`src/rtl/bbox_msg_sched_if.sv`:
```
// bbox_msg_sched_if: write side of the CPU-bound MSG_FIFO.
// The scheduler (master) drives the write strobe and data word and
// reads back the registered fill level; the FIFO (slave) does the reverse.
interface bbox_msg_sched_if;
    logic        fifo_wrreq;
    logic [31:0] fifo_data;
    logic [7:0]  fifo_usedw;

    modport master (
        output fifo_wrreq,
        output fifo_data,
        input  fifo_usedw
    );

    modport slave (
        input  fifo_wrreq,
        input  fifo_data,
        output fifo_usedw
    );
endinterface

```
`src/rtl/bbox_msg_sched.sv`:
```
// bbox_msg_sched: round-robin scheduler that, once every MSG_INTERVAL frames,
// snapshots the per-colour bounding-box trackers and writes one 3-word message
// (id, top-left, bottom-right) per non-empty box into the shared MSG_FIFO.
// Messages that do not fit, and epochs that arrive while busy, are counted in
// a saturating drop counter.
// Optional feature: define BBOX_MSG_EOF_MARKER_EN to append an "EOF" word
// after every epoch (EOFM state).
module bbox_msg_sched #(
    parameter int N_REQ           = 4,
    parameter int MESSAGE_BUF_MAX = 256,
    parameter int MSG_INTERVAL    = 6
) (
    input  logic                  clk,
    input  logic                  reset_n,
    input  logic                  frame_end,
    input  logic [N_REQ-1:0]      bb_found,
    input  logic [N_REQ*44-1:0]   bb_coords,
    input  logic [N_REQ*24-1:0]   bb_ids,
    bbox_msg_sched_if.master      msg_fifo,
    output logic                  busy,
    output logic [7:0]            drop_count
);

    localparam int         IDX_W     = (N_REQ > 1) ? $clog2(N_REQ) : 1;
    localparam int         MSG_LIM   = MESSAGE_BUF_MAX - 3;
    localparam logic [7:0] CNT_RELOAD = 8'(MSG_INTERVAL - 1);
`ifdef BBOX_MSG_EOF_MARKER_EN
    localparam int          EOF_LIM  = MESSAGE_BUF_MAX - 1;
    localparam logic [31:0] EOF_WORD = 32'h00454F46;
`endif

`ifdef BBOX_MSG_EOF_MARKER_EN
    typedef enum logic [2:0] {S_IDLE, S_SCAN, S_HDR, S_TL, S_BR, S_EOFM} state_t;
`else
    typedef enum logic [2:0] {S_IDLE, S_SCAN, S_HDR, S_TL, S_BR} state_t;
`endif

    // Number of set bits in the pending mask (at most 16).
    function automatic logic [4:0] popcnt(input logic [N_REQ-1:0] v);
        logic [4:0] c;
        c = '0;
        for (int i = 0; i < N_REQ; i++) begin
            c = c + {4'b0, v[i]};
        end
        return c;
    endfunction

    // 8-bit add that sticks at 255 instead of wrapping.
    function automatic logic [7:0] sat_add(input logic [7:0] a, input logic [4:0] b);
        logic [8:0] s;
        s = {1'b0, a} + {4'b0, b};
        return s[8] ? 8'hFF : s[7:0];
    endfunction

    state_t                r_state;
    state_t                w_next_state;
    logic [7:0]            r_frame_cnt;
    logic [N_REQ-1:0]      r_pending;
    logic [IDX_W-1:0]      r_rr_ptr;
    logic [IDX_W-1:0]      r_sel;
    logic [7:0]            r_drop_cnt;
    logic                  r_wrreq;
    logic [31:0]           r_data;
    logic [N_REQ*44-1:0]   r_coords;
    logic [N_REQ*24-1:0]   r_ids;

    logic                  w_due;
    logic                  w_start;
    logic                  w_skip;
    logic                  w_found;
    logic [IDX_W-1:0]      w_sel;
    logic [IDX_W-1:0]      w_g;
    logic [43:0]           w_box;
    logic [23:0]           w_id;
    logic                  w_space;
    logic                  w_wr_nxt;
    logic [31:0]           w_data_nxt;
    logic [N_REQ-1:0]      w_clr_mask;
    logic                  w_drop_all;
    logic                  w_rr_upd;
    logic [IDX_W-1:0]      w_rr_nxt;
    logic [4:0]            w_drop_inc;

    assign w_due   = frame_end && (r_frame_cnt == 8'd0);
    assign w_start = w_due && (r_state == S_IDLE);
    assign w_skip  = w_due && (r_state != S_IDLE);
    assign w_space = int'(msg_fifo.fifo_usedw) < MSG_LIM;

    // Cyclic search for the first pending tracker at or after the round-robin pointer.
    always_comb begin
        w_found = 1'b0;
        w_sel   = '0;
        for (int k = 0; k < N_REQ; k++) begin
            if (!w_found && r_pending[(int'(r_rr_ptr) + k) % N_REQ]) begin
                w_found = 1'b1;
                w_sel   = IDX_W'((int'(r_rr_ptr) + k) % N_REQ);
            end
        end
    end

    // In SCAN the message word comes from the freshly selected tracker, afterwards from the held one.
    assign w_g   = (r_state == S_SCAN) ? w_sel : r_sel;
    assign w_box = r_coords[int'(w_g)*44 +: 44];
    assign w_id  = r_ids[int'(w_g)*24 +: 24];

    // Next-state logic plus the values to be registered onto the FIFO port.
    always_comb begin
        w_next_state = r_state;
        w_wr_nxt     = 1'b0;
        w_data_nxt   = r_data;
        w_clr_mask   = '0;
        w_drop_all   = 1'b0;
        w_rr_upd     = 1'b0;
        w_rr_nxt     = r_rr_ptr;
        case (r_state)
            S_IDLE: begin
                if (w_due) begin
                    w_next_state = S_SCAN;
                end
            end
            S_SCAN: begin
                if (w_found && w_space) begin
                    w_next_state = S_HDR;
                    w_wr_nxt     = 1'b1;
                    w_data_nxt   = {8'h00, w_id};
                end else begin
                    w_drop_all = w_found;
`ifdef BBOX_MSG_EOF_MARKER_EN
                    w_next_state = S_EOFM;
                    if (int'(msg_fifo.fifo_usedw) < EOF_LIM) begin
                        w_wr_nxt   = 1'b1;
                        w_data_nxt = EOF_WORD;
                    end
`else
                    w_next_state = S_IDLE;
`endif
                end
            end
            S_HDR: begin
                w_next_state = S_TL;
                w_wr_nxt     = 1'b1;
                w_data_nxt   = {5'b0, w_box[43:33], 5'b0, w_box[32:22]};
            end
            S_TL: begin
                w_next_state = S_BR;
                w_wr_nxt     = 1'b1;
                w_data_nxt   = {5'b0, w_box[21:11], 5'b0, w_box[10:0]};
            end
            S_BR: begin
                w_next_state       = S_SCAN;
                w_clr_mask[r_sel]  = 1'b1;
                w_rr_upd           = 1'b1;
                w_rr_nxt           = (int'(r_sel) == N_REQ - 1) ? '0 : r_sel + 1'b1;
            end
`ifdef BBOX_MSG_EOF_MARKER_EN
            S_EOFM: begin
                w_next_state = S_IDLE;
            end
`endif
            default: begin
                w_next_state = S_IDLE;
            end
        endcase
    end

    assign w_drop_inc = (w_drop_all ? popcnt(r_pending) : 5'd0) + {4'b0, w_skip};

    // FSM state register.
    always_ff @(posedge clk) begin
        if (!reset_n) begin
            r_state <= S_IDLE;
        end else begin
            r_state <= w_next_state;
        end
    end

    // Control state: frame counter, pending mask, fairness pointer, drop counter, FIFO port.
    always_ff @(posedge clk) begin
        if (!reset_n) begin
            r_frame_cnt <= 8'd0;
            r_pending   <= '0;
            r_rr_ptr    <= '0;
            r_drop_cnt  <= 8'd0;
            r_wrreq     <= 1'b0;
            r_data      <= 32'd0;
        end else begin
            if (frame_end) begin
                r_frame_cnt <= (r_frame_cnt == 8'd0) ? CNT_RELOAD : r_frame_cnt - 8'd1;
            end
            if (w_start) begin
                r_pending <= bb_found;
            end else if (w_drop_all) begin
                r_pending <= '0;
            end else begin
                r_pending <= r_pending & ~w_clr_mask;
            end
            if (w_rr_upd) begin
                r_rr_ptr <= w_rr_nxt;
            end
            if (w_drop_all || w_skip) begin
                r_drop_cnt <= sat_add(r_drop_cnt, w_drop_inc);
            end
            r_wrreq <= w_wr_nxt;
            r_data  <= w_data_nxt;
        end
    end

    // Epoch snapshot and selected-tracker hold; pure data, no reset needed.
    always_ff @(posedge clk) begin
        if (w_start) begin
            r_coords <= bb_coords;
            r_ids    <= bb_ids;
        end
        if (r_state == S_SCAN) begin
            r_sel <= w_sel;
        end
    end

    assign msg_fifo.fifo_wrreq = r_wrreq;
    assign msg_fifo.fifo_data  = r_data;
    assign busy                = (r_state != S_IDLE);
    assign drop_count          = r_drop_cnt;

endmodule

```
`src/flat_wrapper.sv`:
```
// flat-port wrapper written by rule: the top's interface ports become plain ports
module bbox_msg_sched_flat 
#(
    parameter int N_REQ           = 4,
    parameter int MESSAGE_BUF_MAX = 256,
    parameter int MSG_INTERVAL    = 6
)
  (clk, reset_n, frame_end, bb_found, bb_coords, bb_ids, busy, drop_count, msg_fifo_fifo_wrreq, msg_fifo_fifo_data, msg_fifo_fifo_usedw);
  bbox_msg_sched_if msg_fifo_i ();
  input  logic clk;
  input  logic reset_n;
  input  logic frame_end;
  input  logic [N_REQ-1:0] bb_found;
  input  logic [N_REQ*44-1:0] bb_coords;
  input  logic [N_REQ*24-1:0] bb_ids;
  output logic busy;
  output logic [7:0] drop_count;
  output wire logic [$bits(msg_fifo_i.fifo_wrreq)-1:0] msg_fifo_fifo_wrreq;
  output wire logic [$bits(msg_fifo_i.fifo_data)-1:0] msg_fifo_fifo_data;
  input wire logic [$bits(msg_fifo_i.fifo_usedw)-1:0] msg_fifo_fifo_usedw;
  assign msg_fifo_fifo_wrreq = msg_fifo_i.fifo_wrreq;
  assign msg_fifo_fifo_data = msg_fifo_i.fifo_data;
  assign msg_fifo_i.fifo_usedw = msg_fifo_fifo_usedw;
  bbox_msg_sched #(.N_REQ(N_REQ), .MESSAGE_BUF_MAX(MESSAGE_BUF_MAX), .MSG_INTERVAL(MSG_INTERVAL)) u_core (.clk(clk), .reset_n(reset_n), .frame_end(frame_end), .bb_found(bb_found), .bb_coords(bb_coords), .bb_ids(bb_ids), .msg_fifo(msg_fifo_i), .busy(busy), .drop_count(drop_count));
endmodule
```
`config.mk`:
```
export PLATFORM = sky130hd
export DESIGN_NAME = bbox_msg_sched_flat
export DESIGN_NICKNAME = d
export VERILOG_FILES = /design/src/rtl/bbox_msg_sched_if.sv /design/src/rtl/bbox_msg_sched.sv /design/src/flat_wrapper.sv
export SDC_FILE = /design/constraint.sdc
export NUM_CORES = 1
export LEC_CHECK = 0
export ABC_AREA = 0
export ABC_CLOCK_PERIOD_IN_PS = 8500
export CAP_MARGIN = 0
export CORE_ASPECT_RATIO = 0.8
export CORE_MARGIN = 2
export CORE_UTILIZATION = 30
export DETAILED_ROUTE_END_ITERATION = 10
export SYNTH_ARGS = -nofsm -noshare
export SYNTH_HDL_FRONTEND = slang
export SYNTH_SLANG_ARGS = --single-unit
```
`constraint.sdc`:
```
create_clock -name clk -period 8.5 [get_ports clk]
set_clock_uncertainty 0.05 [all_clocks]
set_input_delay 0.85 -clock clk [delete_from_list [all_inputs] [get_ports clk]]
set_output_delay 0.85 -clock clk [all_outputs]
set_load 0.005 [all_outputs]
```
==> run summary <==
Setup Crit Path Kind = flip-flop to flip-flop
layout cell share with drive strength beyond 1 = 0.07167
number of max-slew violations in the final report = 0
CTS-repair resized insts = 0
switching power = 1255 uW
Fill cells = 3,808
largest net degree at the start of global routing = 151
Post-Place Setup Slack = 4.124 ns
H-tree levels = 2
period utilization = 0.4893
Max rail drop VDD = 0.1156 mV
Yosys top cell by area = edfxtp_1
PwrDens = 255.8 nW/um^2
RSZ-0062 raised after global routing = no
Max-Cap Viols = 0
worst min path class = flip-flop to flip-flop
total grt overflow = 0
gr usage total = 0.1608
DRC viols = 0
number of global-route vias before repair = 8,724
final setup vio count = 0
Setup Fix Bufs, Post-CTS = 0
slew margin rel. = 0.1328
PnR Total Power = 4528 uW
Compound-Gate Fraction of Synth Area = 0.1034
Crit. Startpoint = u_core.r_state[0]$_SDFFE_PN0P_
post-route ant nets = 0
Hold Buf Count CTS = 0
achievable frequency = 0.2404 GHz
static leakage = 0.005881 uW
Synth Area in Adders = 0.01684
main combinational cell family by area after synthesis = compound AO/OA/AOI/OAI gates
Pint = 3273 uW
Req. time, crit path = 8.85 ns
clock buffer count from CTS = 35
Layout area overhead = 38.55%
WL/cell = 20.83 um
Reg-to-Reg Start = u_core.r_state[0]$_SDFFE_PN0P_
Final nets = 1,463
Detailed Route WL = 36,260 um
Core Region = 41,920 sq um
GPL Wtd Cong = 0.7954
Worst setup EP type = flip-flop
Post-synth EDFFs = 272
port bufs = 323
Simple-Gate Fraction of Synth Area = 0.06640
Synth Cell Area = 12,780 sq um
Clock Latency Late Sink = 0.53 ns
clock period minus worst slack = 4.159 ns
status = complete, no violations
top-count cell post-synth = edfxtp_1
Worst Tran Pin Value = 1.298 ns
drt pass-1 iters = 5
Yosys reg bits = 327
initial antenna violation count = 3
CTS tree = yes
IO Pins = 329
Clk network pwr share = 0.326
top-area cell type share of the netlist area = 0.6393
prevailing post-synth register cell = edfxtp_1
Placed Cells = 1,675
async set-or-reset flop fraction in the synthesized netlist = 0
Seq/Total Area, Yosys = 0.7255
most frequent cells after synthesis = edfxtp_1 (272), mux2i_1 (70), dfxtp_1 (55), nand2_1 (44), nor2_1 (44)
Fin. Hold Viols = 0
die area = 44,260 sq um
CTS sink count = 327
Critical Path Source Type = flip-flop
synth unique cells = 63
cell count after synthesis = 829
Sw Ratio = 0.2772
hpwl dp = 25,050 um
first-pass GRT wire length = 53,640 um
clock slew at reported path FFs = 0.06 ns
DR vias/cell = 4.847
Post-Synth XOR/XNOR Area = 0.005484
top post-synthesis cells by area = edfxtp_1 (64%), dfxtp_1 (8.6%), mux2i_1 (5.5%), a221oi_1 (1.5%), a22oi_1 (1.4%)
Root Driver = clkbuf_16
Post-Syn Area per Cell = 15.41 sq um
Reg power frac = 0.472
site row count = 67
HP Start = u_core.msg_fifo.fifo_data[12]$_SDFFE_PN0P_
Synth warnings = 0
final setup margin = 4.341 ns
Critical Path Fanout Max = 55
Initial Util = 0.3048
Arr. time, crit path = 4.51 ns
post-synthesis mux area share = 0.06013
clk buf depth = 3
via total after detailed routing = 8,438
combinational power share = 0.202
die extent in x = 234.7 um
post-route insts no fill = 1,741
number of DRC markers in iteration 0 = 619
setup TNS = 0 ns
die height = 188.6 um
-- per-stage QoR --
step / util / hold WS [ns] / instance area, sq um
3_5_place_dp: 0.3960 / 0.4035 / 16600
4_1_cts: 0.4221 / 0.4248 / 17690
3_3_place_gp: 0.3960 / 0.4055 / 16600
2_1_floorplan: - / 0.3897 / 12790
5_1_grt: 0.4222 / 0.4489 / 17700
6_report: 0.4223 / 0.4225 / 17700
-- cell families (layout without fill, tap and decap cells) --
group,after synthesis,after routing
AO/OA/AOI/OAI,175,175
XOR/XNOR,8,8
multiplexers,76,76
buffers and inverters,59,412
adder cells (fa/ha/maj),16,16
other,1,8
flip-flops,327,327
AND/OR/NAND/NOR,167,167
-- layout by cell type (no fill, tap or decap), types with 5 or more instances in the layout --
cell type        count
dfxtp_1             55
clkdlybuf4s50_1    323
o22ai_1             11
xor2_1               5
nand3_1             12
nand2_1             44
o221a_2              9
mux2_2               6
and3_1              26
edfxtp_1           272
a21oi_1             14
o21ai_0             17
clkbuf_16           35
clkinv_1             5
ha_1                14
inv_1               17
conb_1               5
o211ai_1             7
a221oi_1            22
nor2_1              42
a31oi_1             26
o22a_1              10
a311oi_1             5
o221ai_1            12
mux2i_1             70
nor2b_1             10
clkbuf_1            10
a22oi_1             24
-- flip-flops by register name, summed over array words and instances, names as in the netlist --
register	cells
u_core.r_sel	2
u_core.r_frame_cnt	8
u_core.r_state	3
u_core.r_rr_ptr	2
u_core.r_ids	96
u_core.msg_fifo.fifo_data	27
u_core.msg_fifo.fifo_wrreq	1
u_core.drop_count	8
u_core.r_coords	176
u_core.r_pending	4
-- worst max-delay path: stages, from the launching register on --
cell	delay [ns]
dfxtp_1	0.88
nand2b_1	0.23
nor2_1	0.33
nor2_1	0.15
nor2_2	0.72
inv_4	0.42
buf_4	0.53
mux2_2	0.39
a22oi_1	0.19
o211ai_1	0.10
-- area by class of cell --
cell class,count,area (sq um),share of cell area
Clock buffer,48,954.7,0.05393
Inverter,21,88.84,0.005019
Antenna cell,3,7.507,0.0004241
Multi-Input combinational cell,447,3266,0.1845
Sequential cell,327,9269,0.5236
Timing Repair Buffer,328,3283,0.1855
Tap cell,552,690.7,0.03902
Clock inverter,15,141.4,0.007988
-- power groups by stage --
stage	combinational, uW	clock (uW)	sequential, uW
2_1_floorplan	572	0	2190
3_3_place_gp	917	0	2160
3_5_place_dp	928	0	2170
4_1_cts	932	1520	2140
5_1_grt	997	1580	2160
6_report	915	1470	2140
-- per-layer routing --
| layer | GRT usage | share of wire |
|---|---|---|
| met4 | 0.04917 | 0.024 |
| met2 | 0.2520 | 0.46 |
| met3 | 0.04102 | 0.072 |
| met5 | 0 | 0.00028 |
| met1 | 0.2194 | 0.45 |
-- final timing paths --
check / to / cells past startpoint / slack [ns]
max: u_core.msg_fifo.fifo_data[26]$_SDFFE_PN0P_ / 9 / 4.34
min: u_core.msg_fifo.fifo_data[12]$_SDFFE_PN0P_ / 2 / 0.42
max reg2reg: u_core.msg_fifo.fifo_data[26]$_SDFFE_PN0P_ / 9 / 4.34
min reg2reg: u_core.msg_fifo.fifo_data[12]$_SDFFE_PN0P_ / 2 / 0.42
(Power assumes the default switching activity.)
